==> config.mk <==
export PLATFORM = sky130hd
export DESIGN_NAME = npc_gen
export DESIGN_NICKNAME = d
export VERILOG_FILES = /design/src/rtl/npc_gen.sv
export SDC_FILE = /design/constraint.sdc
export NUM_CORES = 1
export LEC_CHECK = 0
export BUFFER_PORTS_ARGS = -buffer_cell sky130_fd_sc_hd__buf_2
export CORE_AREA = 2 2 137 139
export CTS_CLUSTER_DIAMETER = 120
export DETAILED_ROUTE_END_ITERATION = 10
export DIE_AREA = 0 0 139 141
export PLACE_DENSITY = 0.69
export SYNTH_ARGS = -nofsm -noshare
export SYNTH_HDL_FRONTEND = slang
export SYNTH_SLANG_ARGS = --single-unit
==> constraint.sdc <==
create_clock -name clk -period 3.6 [get_ports clk]
set_clock_uncertainty 0.2 [all_clocks]
set_input_delay 0.9 -clock clk [delete_from_list [all_inputs] [get_ports clk]]
set_output_delay 0.9 -clock clk [all_outputs]
set_load 0.01 [all_outputs]
==> src/rtl/npc_gen.sv <==
// Next-PC generator: registers one resolved EXU outcome per handshake and
// holds the chosen next PC, trap record and redirect count for the IFU/CSR side.
module npc_gen #(
    parameter int XLEN        = 32,
    parameter logic [XLEN-1:0] RESET_PC = 32'h8000_0000,
    parameter int C_EXT       = 0,
    parameter int ECALL_CAUSE = 11,
    parameter int IRQ_W       = 4,
    parameter int CNT_W       = 16
) (
    input  logic             clk,
    input  logic             rst,
    input  logic             in_valid,
    output logic             in_ready,
    input  logic [XLEN-1:0]  pc,
    input  logic [XLEN-1:0]  snpc,
    input  logic             branch_flag,
    input  logic [XLEN-1:0]  branch_pc,
    input  logic             jump_flag,
    input  logic [XLEN-1:0]  exu_res,
    input  logic             is_ecall,
    input  logic             is_mret,
    input  logic             irq_pending,
    input  logic [IRQ_W-1:0] irq_cause,
    input  logic [XLEN-1:0]  mtvec,
    input  logic [XLEN-1:0]  mepc,
    output logic             out_valid,
    input  logic             out_ready,
    output logic [XLEN-1:0]  dnpc,
    output logic             trap_valid,
    output logic [XLEN-1:0]  trap_cause,
    output logic [XLEN-1:0]  trap_epc,
    output logic [XLEN-1:0]  trap_tval,
    output logic [CNT_W-1:0] redirect_cnt
);

    typedef enum logic {IDLE, VALID} state_t;

    state_t           state_q, state_d;
    logic [XLEN-1:0]  dnpc_q, dnpc_d;
    logic             trap_valid_q, trap_valid_d;
    logic [XLEN-1:0]  trap_cause_q, trap_cause_d;
    logic [XLEN-1:0]  trap_epc_q, trap_epc_d;
    logic [XLEN-1:0]  trap_tval_q, trap_tval_d;
    logic [CNT_W-1:0] cnt_q, cnt_d;

    // Outcome of the instruction currently presented on the inputs
    logic [XLEN-1:0]  sel_npc, sel_cause, sel_tval, jmp_tgt, tvec_base;
    logic             sel_trap, sel_irq, sel_redirect;

    function automatic logic misaligned(input logic [XLEN-1:0] t);
        if (C_EXT != 0) return t[0];
        return |t[1:0];
    endfunction

    always_comb begin
        sel_trap     = 1'b0;
        sel_irq      = 1'b0;
        sel_redirect = 1'b1;
        sel_cause    = '0;
        sel_tval     = '0;
        sel_npc      = snpc;
        jmp_tgt      = exu_res;
        jmp_tgt[0]   = 1'b0;
        tvec_base    = {mtvec[XLEN-1:2], 2'b00};

        if (irq_pending) begin
            sel_trap  = 1'b1;
            sel_irq   = 1'b1;
            sel_cause = {1'b1, {(XLEN-1-IRQ_W){1'b0}}, irq_cause};
        end else if (is_ecall) begin
            sel_trap  = 1'b1;
            sel_cause = XLEN'(ECALL_CAUSE);
        end else if (is_mret) begin
            sel_npc = mepc;
        end else if (jump_flag) begin
            if (misaligned(jmp_tgt)) begin
                sel_trap = 1'b1;
                sel_tval = jmp_tgt;
            end else begin
                sel_npc = jmp_tgt;
            end
        end else if (branch_flag) begin
            if (misaligned(branch_pc)) begin
                sel_trap = 1'b1;
                sel_tval = branch_pc;
            end else begin
                sel_npc = branch_pc;
            end
        end else begin
            sel_redirect = 1'b0;
        end

        // Vectored mode only offsets interrupts; modes 2/3 behave as direct
        if (sel_trap) begin
            if (sel_irq && (mtvec[1:0] == 2'b01))
                sel_npc = tvec_base + {{(XLEN-IRQ_W-2){1'b0}}, irq_cause, 2'b00};
            else
                sel_npc = tvec_base;
        end
    end

    always_comb begin
        state_d      = state_q;
        dnpc_d       = dnpc_q;
        trap_valid_d = trap_valid_q;
        trap_cause_d = trap_cause_q;
        trap_epc_d   = trap_epc_q;
        trap_tval_d  = trap_tval_q;
        cnt_d        = cnt_q;

        case (state_q)
            IDLE: begin
                if (in_valid) begin
                    state_d      = VALID;
                    dnpc_d       = sel_npc;
                    trap_valid_d = sel_trap;
                    trap_cause_d = sel_cause;
                    trap_epc_d   = sel_trap ? pc : '0;
                    trap_tval_d  = sel_tval;
                    if (sel_redirect && (cnt_q != {CNT_W{1'b1}}))
                        cnt_d = cnt_q + 1'b1;
                end
            end
            VALID: begin
                if (out_ready) state_d = IDLE;
            end
            default: state_d = IDLE;
        endcase
    end

    always_ff @(posedge clk) begin
        if (rst) begin
            state_q      <= IDLE;
            dnpc_q       <= RESET_PC;
            trap_valid_q <= 1'b0;
            trap_cause_q <= '0;
            trap_epc_q   <= '0;
            trap_tval_q  <= '0;
            cnt_q        <= '0;
        end else begin
            state_q      <= state_d;
            dnpc_q       <= dnpc_d;
            trap_valid_q <= trap_valid_d;
            trap_cause_q <= trap_cause_d;
            trap_epc_q   <= trap_epc_d;
            trap_tval_q  <= trap_tval_d;
            cnt_q        <= cnt_d;
        end
    end

    assign in_ready     = (state_q == IDLE);
    assign out_valid    = (state_q == VALID);
    assign dnpc         = dnpc_q;
    assign trap_valid   = trap_valid_q;
    assign trap_cause   = trap_cause_q;
    assign trap_epc     = trap_epc_q;
    assign trap_tval    = trap_tval_q;
    assign redirect_cnt = cnt_q;

endmodule

Yosys cells after proc, flatten, opt, wreduce, memory -nomap -nowiden
Index checks and enable logic that the tools add are counted.

storage, ports and cells
  register bits = 146
  bits in latches = 0
  bits in writable memories = 0
  bits in read-only memories = 0
  input port bits = 205
  output and inout bits = 147
  memories = 0

operators by class
  $add $sub $neg = 2
  $mul = 0
  div/mod/pow operators = 0
  magnitude comparators = 0
  equality and inequality tests = 2
  shift-type cells = 0
  multiplexer cells = 35
  bitwise logic cells = 1
  reductions and logical operators = 5

operators with widths
  kind                                                              number
  32-bit two-way mux                                                18
  32-bit by 6-bit adder with 32-bit output                          1
  16-bit by 1-bit adder with 16-bit output (second input constant)  1
  16-bit != test (second input constant)                            1
  1-bit two-way mux                                                 15
  4-bit two-way mux                                                 1
  3-bit AND reduction                                               1
  2-bit by 1-bit == test with 1-bit output (second input constant)  1
  1-bit logical AND                                                 2
  1-bit case mux with 2 select lines                                1
  2-bit AND reduction                                               1
  2-bit OR reduction                                                1
  1-bit NOT                                                         1

Logic depth before layout (Yosys ltp)
  depth in word-level cells = 8
  gate-level depth with buffers = 9
  depth with buffers taken out = 7

Least setup slack after synthesis
OpenSTA, ideal clock, no wires.

  path type = input to register
  start point = in irq_cause[1]
  end point = reg dnpc_q[29] (netlist: dnpc[29])
  data arrival time = 2.544 ns
  data required time = 3.321 ns
  setup slack = 0.777 ns
  cell stages on the path = 7
  path buffers = 1
  cell sequence = ha_1 -> a211oi_1 -> o21ba_2 -> clkbuf_1 -> nor3_1 -> a2111o_1 -> o211ai_1

on the way
  longest elaborated chain between the ends = 3

ends and longest elaborated chain
  item                                      RTL line  source
  start: declaration                        24        input logic [IRQ_W-1:0] irq_cause,
  32-bit by 6-bit adder with 32-bit output  97        sel_npc = tvec_base + {{(XLEN-IRQ_W-2){1'b0}}, irq_cause, 2'b00};
  32-bit two-way mux                        96        if (sel_irq && (mtvec[1:0] == 2'b01))
  32-bit two-way mux                        95        if (sel_trap) begin
  end signal: assignment                    143       dnpc_q <= dnpc_d;
  end: declaration                          40        logic [XLEN-1:0] dnpc_q, dnpc_d;

No other way between the ends.
A chain may end at the register's enable or synchronous reset.

Worst setup path after layout
  start point = in is_mret
  end point = reg dnpc_q[17] (netlist: dnpc[17])

on the way
  longest elaborated chain between the ends = 4
  elaborated cells on any way between the ends = 7
  classes of those cells = 7 x mux

ends and longest elaborated chain
  item                                                            RTL line  source
  start: declaration                                              22        input logic is_mret,
  32-bit two-way mux / 1-bit two-way mux (equally long branches)  74        end else if (is_mret) begin
  32-bit two-way mux / 1-bit two-way mux (equally long branches)  71        end else if (is_ecall) begin
  32-bit two-way mux / 1-bit two-way mux (equally long branches)  67        if (irq_pending) begin
  32-bit two-way mux *                                            95

Every way passes the cells marked *; elsewhere a longest branch is shown, timed or not.

==> qor.yml <==
layout:
  nFillCells: 1817
  area_growth_pct: 33.62
  drive_gt1_share_pct: 33.45
  nNetsFinal: 1388
  multi_input_area_um2: 4081
  regArea_um2: 2382
detailed_routing:
  viasPerCell: 5.652
  num_vias: 8054
  ant_nets: 0
  drt-wirelength-per-cell_um: 19.86
  drc: 0
  wl_um: 28300
  drt_iter0_markers: 626
  first_pass_iters: 5
global_route:
  grt_pass1_vias: 7482
  grt-ovfl-total: 0
  grt_antenna_before_repair: 6
  grt_util_all_layers_pct: 27.74
  grt_max_degree: 86
  grt_pass1_wl_um: 42570
synth:
  syn_avg_cell_area_um2: 7.741
  syn-cell-area_um2: 6867
  synth_top_family_by_area: "compound AO/OA/AOI/OAI gates"
  postSynthCellCount: 887
  synthSimpleGateAreaFrac_pct: 23.65
  synth.area.mux_share_pct: 1.166
  synth_most_common_cell: "dfxtp_1"
  synth.yosys.seq_area_share_pct: 34.69
  synth_area_leaders: "dfxtp_1 (35%), nand2_1 (5.4%), nor2_1 (4.8%)"
  synth_common_cells: "dfxtp_1 (119), nand2_1 (98), nor2_1 (88), a21oi_1 (57)"
  synth-adder-area-share_pct: 1.203
  synthArstFlopShare_pct: 0
  synth_top_area_share_pct: 34.69
  ys_types: 72
  ys_seq_elements: 119
  ys.flop_type: "dfxtp_1"
  synth_area_leader_cell: "dfxtp_1"
  yosys_warnings: 0
  synth-xor-area-share_pct: 2.551
  synth_edf_count: 0
  synth_compound_area_share_pct: 29.03
critical_path:
  reg2reg_from: "redirect_cnt[0]$_SDFFE_PP0P_"
  end_kind: "flip-flop"
  cp.required_ns: 3.75
  critPathMaxFanout: 50
  crit_chain: "buf_2, inv_1, nor3_1, buf_4, nor2_4, o21ai_0, a31oi_1"
  reg2reg_depth: 6
  critPathMaxStageDelay_ns: 0.97
  cp_top_family: "simple AND/OR/NAND/NOR gates"
  slowest_stage: "nor2_4"
  cp-startpoint: "is_mret"
  critPathKind: "in2reg"
  cp.depth: 7
  path_buf_inv: 3
  arrival_ns: 3.19
  critPathLaunchType: "input pin"
clocking:
  clk_path_buf_depth: 2
  clock_latency_ns: 0.42
  cts-root-buf: "clkbuf_16"
  cts_num_sinks: 119
  cts.clk_slew.worst_paths_ns: 0.06
  post_cts_buffers: 0
  htreeDepth: 4
  ctsResizeCount: 0
  cts_hold_buf: 0
  cts_made_buffers: 17
  cts_tree: "done"
timing:
  worst-slew-pin-transition_ns: 1.293
  max_freq_mhz: 328.3
  fin_setup_tns_ns: 0
  grt_setup_unrepaired: "false"
  layout_worst_path_cycle_share_pct: 84.62
  setup_viol: 0
  period_needed_ns: 3.046
  hold_violations: 0
  slew_viol_final: 0
  slew_headroom_pct: 13.57
power_and_ir_drop:
  leakagePower_nw: 4.064
  power_mw: 3.789
  p_clk_share_pct: 43.4
  internal_power_mw: 2.638
  p_seq_share_pct: 37.4
  switching_share_pct: 30.38
  pwr-share-comb_pct: 19.2
  powerDensity_nw_per_um2: 412.9
  p_switching_mw: 1.151
  vdd_drop_max_mv: 0.3166
run_status:
  status: "completed"
die:
  num_rows: 50
  io_pins: 352
  core_um2: 18270
  fp.dieH_um: 141
  initial_core_util_pct: 37.59
  die_area_um2: 19600
  die_w_um: 139
place:
  routabilityCongestion: 0.8985
  place.port_buffers: 323
  place_hpwl_um: 21240
flow_run:
  maxCapViolCount: 0
hold_path:
  hold_path_class: "reg2reg"
  min_from: "trap_epc[23]$_SDFFE_PP0P_"
  whs_path_depth: 2
[worst paths after layout]
check	endpoint	slack, ns
worst max-delay path	dnpc[17]$_SDFFE_PP0P_	0.55
worst min-delay path	trap_epc[23]$_SDFFE_PP0P_	0.25
worst max register to register	redirect_cnt[6]$_SDFFE_PP0P_	1.32
worst min register to register	trap_epc[23]$_SDFFE_PP0P_	0.25
[placed cells by master (no fill, tap or decap), drive strengths merged, types with 5 or more instances in the layout]
cell / count
buf: 346
a211o: 5
nor3: 14
nand4: 15
nand3: 56
a2bb2oi: 32
o21ai: 46
nor4: 14
clkinv: 5
dfxtp: 119
o31a: 9
xnor2: 18
nor2: 89
ha: 5
inv: 12
a31oi: 19
nor4b: 5
or2: 5
a211oi: 5
conb: 27
a21oi: 57
nand2: 98
o311ai: 10
mux2i: 8
o221ai: 6
and3: 12
a22oi: 30
clkbuf: 19
or3: 6
o22ai: 12
o211ai: 20
[worst register-to-register path: stages (launching register included)]
cell	delay, ns
dfxtp_1	0.41
ha_1	0.23
nand4_1	0.13
nor3_1	0.73
or3_1	0.26
xor2_1	0.15
nor2_1	0.05
[power by group through the flow]
stage          sequential [mW]  combinational (mW)  clock (mW)
3_5_place_dp              1.44               0.723           0
3_3_place_gp              1.44               0.718           0
5_1_grt                   1.42               0.792        1.74
6_report                  1.42               0.727        1.65
4_1_cts                   1.42               0.725        1.67
2_1_floorplan             1.47               0.371           0
[cell type report]
type | instances | share of cell area, %
antenna | 1 | 0.02727
clock inverter | 13 | 1.336
clock buffer | 19 | 4.827
tap | 234 | 3.191
multi-input combinational | 684 | 44.48
timing repair buffer | 346 | 19.80
inverter | 9 | 0.3682
sequential | 119 | 25.96
[state kept, by name, indices dropped and copies added, names as in the netlist]
| name | cells |
|---|---|
| dnpc | 32 |
| out_valid | 1 |
| redirect_cnt | 16 |
| trap_cause | 5 |
| trap_epc | 32 |
| trap_tval | 32 |
| trap_valid | 1 |
[logic make-up after synthesis]
family / Yosys count
compound gates: 285
xor+xnor: 20
fa+ha+maj: 6
buf+inv: 110
flops: 119
mux: 8
other cells: 1
simple gates: 338
[stage by stage]
| stage | std cells | hold slack, ns | worst slack [ns] | instance area, um^2 | utilization [%] |
|---|---|---|---|---|---|
| 6_report | 1425 | 0.2453 | 0.5537 | 9175 | 50.23 |
| 5_1_grt | 1424 | 0.2601 | 0.4033 | 9173 | 50.21 |
| 4_1_cts | 1424 | 0.2487 | 0.6462 | 9173 | 50.21 |
| 3_5_place_dp | 1392 | 0.2407 | 0.2109 | 8607 | 47.12 |
| 3_3_place_gp | 1392 | 0.2352 | 0.2077 | 8607 | 47.12 |
| 2_1_floorplan | 913 | 0.2761 | 0.7773 | 6964 | - |
[layer usage]
| metal | vias to the layer above | share of wire, % | track usage (%) |
|---|---|---|---|
| li1 | 3831 | - | - |
| met5 | - | 0.24 | 0 |
| met2 | 412 | 49 | 47.34 |
| met4 | 10 | 3.1 | 9.995 |
| met3 | 63 | 8.3 | 8.220 |
| met1 | 3738 | 40 | 33.26 |
(Power assumes the default switching activity.)
